<file path="config.mk">
export PLATFORM = sky130hd
export DESIGN_NAME = uart_apb_host
export DESIGN_NICKNAME = d
export VERILOG_FILES = /design/src/rtl/uart_apb_host.sv
export SDC_FILE = /design/constraint.sdc
export NUM_CORES = 1
export LEC_CHECK = 0
export CAP_MARGIN = 20
export CORE_ASPECT_RATIO = 1.4
export CORE_MARGIN = 3
export CORE_UTILIZATION = 38
export DETAILED_ROUTE_END_ITERATION = 8
export PLACE_DENSITY = 0.68
export REMOVE_ABC_BUFFERS = 1
export SYNTH_ARGS = -nofsm -noshare
export SYNTH_HDL_FRONTEND = slang
export SYNTH_SLANG_ARGS = --single-unit
</file>
<file path="constraint.sdc">
create_clock -name clk -period 3.35 [get_ports clk]
set_input_delay 0.67 -clock clk [delete_from_list [all_inputs] [get_ports clk]]
set_output_delay 0.67 -clock clk [all_outputs]
set_load 0.01 [all_outputs]
</file>
<file path="src/rtl/uart_apb_host.sv">
// Byte-level command host: sends one command byte to a UART transmitter and
// waits for a single response byte (or a timeout) before reporting a status.
module uart_apb_host #(
    parameter int unsigned TIMEOUT_CYCLES = 100000
) (
    input  logic       clk,
    input  logic       rst,
    input  logic       req_valid,
    output logic       req_ready,
    input  logic       req_write,
    input  logic [1:0] req_addr,
    input  logic [4:0] req_wdata,
    output logic       rsp_valid,
    output logic [4:0] rsp_rdata,
    output logic [1:0] rsp_status,
    output logic       busy,
    output logic [7:0] tx_data,
    output logic       tx_data_valid,
    input  logic       tx_ready,
    input  logic [7:0] rx_data,
    input  logic       rx_data_valid
);

    typedef enum logic [1:0] {
        IDLE,
        SEND,
        WAIT_RSP,
        DONE
    } state_t;

    localparam logic [31:0] CNT_LAST = 32'(TIMEOUT_CYCLES - 1);

    localparam logic [1:0] ST_OK       = 2'b00;
    localparam logic [1:0] ST_BAD_ACK  = 2'b01;
    localparam logic [1:0] ST_MISMATCH = 2'b10;
    localparam logic [1:0] ST_TIMEOUT  = 2'b11;

    state_t      state, state_nxt;
    logic        wr_q, wr_nxt;
    logic [1:0]  addr_q, addr_nxt;
    logic [31:0] cnt, cnt_nxt;
    logic [7:0]  tx_data_nxt;
    logic [4:0]  rdata_nxt;
    logic [1:0]  status_nxt;

    always_comb begin
        state_nxt   = state;
        wr_nxt      = wr_q;
        addr_nxt    = addr_q;
        cnt_nxt     = cnt + 32'd1;
        tx_data_nxt = tx_data;
        rdata_nxt   = rsp_rdata;
        status_nxt  = rsp_status;

        case (state)
            IDLE: begin
                cnt_nxt = '0;
                if (req_valid && req_ready) begin
                    state_nxt   = SEND;
                    wr_nxt      = req_write;
                    addr_nxt    = req_addr;
                    tx_data_nxt = {(req_write ? req_wdata : 5'd0), req_addr, req_write};
                end
            end
            SEND: begin
                // Counter is zeroed here so it reads 0 on the first WAIT_RSP cycle.
                cnt_nxt = '0;
                if (tx_data_valid && tx_ready) begin
                    state_nxt = WAIT_RSP;
                end
            end
            WAIT_RSP: begin
                if (rx_data_valid) begin
                    state_nxt = DONE;
                    rdata_nxt = '0;
                    if (wr_q) begin
                        status_nxt = (rx_data == 8'h06) ? ST_OK : ST_BAD_ACK;
                    end else if (rx_data[0] && (rx_data[2:1] == addr_q)) begin
                        status_nxt = ST_OK;
                        rdata_nxt  = rx_data[7:3];
                    end else begin
                        status_nxt = ST_MISMATCH;
                    end
                end else if (cnt == CNT_LAST) begin
                    state_nxt  = DONE;
                    status_nxt = ST_TIMEOUT;
                    rdata_nxt  = '0;
                end
            end
            DONE: begin
                cnt_nxt   = '0;
                state_nxt = IDLE;
            end
            default: begin
                cnt_nxt   = '0;
                state_nxt = IDLE;
            end
        endcase
    end

    // Handshake outputs are registered from the next state so they line up
    // with the state register.
    always_ff @(posedge clk) begin
        if (rst) begin
            state         <= IDLE;
            wr_q          <= 1'b0;
            addr_q        <= '0;
            cnt           <= '0;
            tx_data       <= '0;
            tx_data_valid <= 1'b0;
            rsp_valid     <= 1'b0;
            rsp_rdata     <= '0;
            rsp_status    <= '0;
            busy          <= 1'b0;
            req_ready     <= 1'b0;
        end else begin
            state         <= state_nxt;
            wr_q          <= wr_nxt;
            addr_q        <= addr_nxt;
            cnt           <= cnt_nxt;
            tx_data       <= tx_data_nxt;
            tx_data_valid <= (state_nxt == SEND);
            rsp_valid     <= (state_nxt == DONE);
            rsp_rdata     <= rdata_nxt;
            rsp_status    <= status_nxt;
            busy          <= (state_nxt != IDLE);
            req_ready     <= (state_nxt == IDLE);
        end
    end

endmodule
</file>
==> impl_metrics.env <==
export IMPL_path_buf_inv=0
export IMPL_final_hold_violation_count=0
export IMPL_worstMarginPinSlew_ps=774
export IMPL_postCtsSetupBuffers=0
export IMPL_fin_crit_ps=2240
export IMPL_die_height_um=101
export IMPL_synthTopCellsByCount="dfxtp_1 (53), nand2_1 (30), a21oi_1 (27)"
export IMPL_path_clk_slew_ps=100
export IMPL_ctsHoldBuffers=0
export IMPL_die_area_um2=7480
export IMPL_max_freq_ghz=0.447
export IMPL_power_uw=1250
export IMPL_endpoint_kind="flop"
export IMPL_via_per_inst=5.84
export IMPL_switching_share_pct=21.1
export IMPL_initial_core_util_pct=39.3
export IMPL_peakVddDrop_mv=0.280
export IMPL_clock_path_buffers=2
export IMPL_vias=2305
export IMPL_nets=344
export IMPL_grt_ovfl_total=0
export IMPL_io_pins=40
export IMPL_relSlewSlack_pct=47.9
export IMPL_clkPwrFrac_pct=41.2
export IMPL_cp_max_fo=15
export IMPL_grt_max_degree=31
export IMPL_drtPass1Iterations=4
export IMPL_post_route_drc_count=0
export IMPL_max_stage_delay_ps=630
export IMPL_rsz0062_at_grt="no"
export IMPL_grt_antenna_before_repair=0
export IMPL_clockRootBuffer="clkbuf_8"
export IMPL_placementRows=34
export IMPL_cts_made_buffers=5
export IMPL_min_period_over_period_pct=66.8
export IMPL_yosysTopAreaCell="dfxtp_1"
export IMPL_setup_tns_ps=0
export IMPL_synth_cells=288
export IMPL_setup_violations=0
export IMPL_clk_latency_ps=310
export IMPL_worstSetupPathType="reg -> reg"
export IMPL_avgSynthCellArea_um2=8.53
export IMPL_crit_required_ps=3590
export IMPL_hold_class="reg -> reg"
export IMPL_clock_skew_final_ps=11.6
export IMPL_layout_setup_ws_ps=1110
export IMPL_power_density_nw_per_um2=414
export IMPL_synth_area_leaders="dfxtp_1 (43%), a21oi_1 (5.5%), nand2_1 (4.6%), o31ai_1 (3.7%), or4_1 (3.7%)"
export IMPL_synth_edff_count=0
export IMPL_max_cap_viol_count=0
export IMPL_routed_wl_um=6040
export IMPL_cts_resized=0
export IMPL_dpl_worst_slack_ps=928
export IMPL_finalMaxSlewViolations=0
export IMPL_p_comb_share_pct=6.9
export IMPL_slowest_stage="or3_1"
export IMPL_synthDistinctLibCells=42
export IMPL_cp_cell_sequence="ha_1 > nand4_1 > or3_1 > or4_1 > a21oi_1"
export IMPL_port_buffers=39
export IMPL_drt_initial_drc_count=138
export IMPL_yosys_cell_count_top_type="dfxtp_1"
export IMPL_p_sw_uw=264
export IMPL_area_delta_synth_final_pct=22.8
export IMPL_fillers=604
export IMPL_critical_path_arrival_ps=2480
export IMPL_coreArea_um2=6250
export IMPL_first_global_vias=2318
export IMPL_synth_seq_cells=53
export IMPL_p_leak_uw=0.000995
export IMPL_gp_congestion=0.819
export IMPL_cp_top_family="simple AND/OR/NAND/NOR gates"
export IMPL_synth_top_cell_area_share_pct=43.2
export IMPL_ys_warn_count=0
export IMPL_die_width_um=73.9
export IMPL_ys_flop_type="dfxtp_1"
export IMPL_critPathLaunchType="flop"
export IMPL_drive_above_1_share_pct=4.95
export IMPL_synthesis_area_um2=2460
export IMPL_cts_tree="yes"
export IMPL_track_usage_pct=17.5
export IMPL_wl_per_cell_um=15.3
export IMPL_internal_power_uw=985
export IMPL_grt_pass1_wl_um=10600
export IMPL_cts_sink_count=53
export IMPL_ys_seq_area_share_pct=43.2
export IMPL_ant_nets=0
export IMPL_htreeDepth=2
export IMPL_insertedDiodeCount=0
export IMPL_power_frac_seq_pct=51.9
export IMPL_dpl_hpwl_um=4330
export IMPL_status="finished, final reports clean"
export IMPL_async_reset_ff_share_pct=0
==> cell usage in the layout (no fill, tap or decap), drive strengths merged, types with 2 or more instances in the layout <==
master / n
clkbuf: 5
clkdlybuf4s50: 39
a21oi: 27
and4: 5
o21a: 3
nor2: 18
o31a: 3
nor3: 5
nor4: 11
or3: 6
or4: 14
o21ai: 10
nand3: 15
nor2b: 2
bufinv: 2
xnor2: 6
inv: 6
and2: 2
dfxtp: 53
and3: 9
a32oi: 5
o31ai: 12
nand2: 31
nand4: 13
nand2b: 2
xor2: 7
==> registers in the layout (all words and copies together) (netlist names) <==
signal         count
busy               1
cnt               32
req_ready          1
rsp_rdata          5
rsp_status         2
rsp_valid          1
state              2
tx_data            8
tx_data_valid      1
==> final timing paths <==
check / slack [ps] / to / from / cells after the start
max: 1110 / cnt[22]$_SDFF_PP0_ / cnt[0]$_SDFF_PP0_ / 5
min: 460 / tx_data[6]$_SDFFE_PP0P_ / tx_data[6]$_SDFFE_PP0P_ / 2
max reg2reg: 1110 / cnt[22]$_SDFF_PP0_ / cnt[0]$_SDFF_PP0_ / 5
min reg2reg: 460 / tx_data[6]$_SDFFE_PP0P_ / tx_data[6]$_SDFFE_PP0P_ / 2
==> power by group through the flow <==
stage	registers (uW)	clock network (uW)	logic (uW)
after floorplan	665	0	27.7
after global routing	649	550	94.7
after global placement	662	0	86.0
after CTS	647	526	86.9
after detailed placement	662	0	86.4
final	647	515	86.1
==> stage by stage <==
step                      area (um^2)  util [%]  instances  hold slack, ps
after detailed placement         2880      46.1        387             450
after global placement           2880      46.1        387             438
after CTS                        3020      48.2        395             462
after floorplan                  2390         -        275             430
final                            3020      48.2        395             460
after global routing             3020      48.2        395             491
==> routing by layer <==
metal	part of all wire [%]	wire (um)	global-route usage (%)
met5	0	0	0
met2	50	3030	30.6
met4	2.4	146	6.69
met3	5.7	346	5.29
met1	42	2510	19.7
==> tightest hold or removal path, stage by stage, from the launching register on <==
cell and delay [ps]:
dfxtp_1 320, nand2_1 50, a21oi_1 50
==> cell type report <==
cell class,instances,area [um^2],area share [%]
Tap cell,72,90.1,2.99
Timing Repair Buffer,40,398,13.2
Inverter,6,22.5,0.747
Multi-Input combinational cell,216,1310,43.5
Clock buffer,5,68.8,2.28
Sequential cell,53,1060,35.2
Clock inverter,3,65.1,2.16
==> cell families after synthesis <==
family | Yosys count | share of synthesized area, %
adders and majority gates | 1 | 0.509
and+or+nand+nor | 138 | 31.8
muxes | 1 | 0.408
AOI/OAI and AO/OA | 63 | 16.0
xor gates and xnor gates | 13 | 4.64
buffers and inverters | 19 | 3.41
DFF | 53 | 43.2
(Power assumes the default switching activity.)
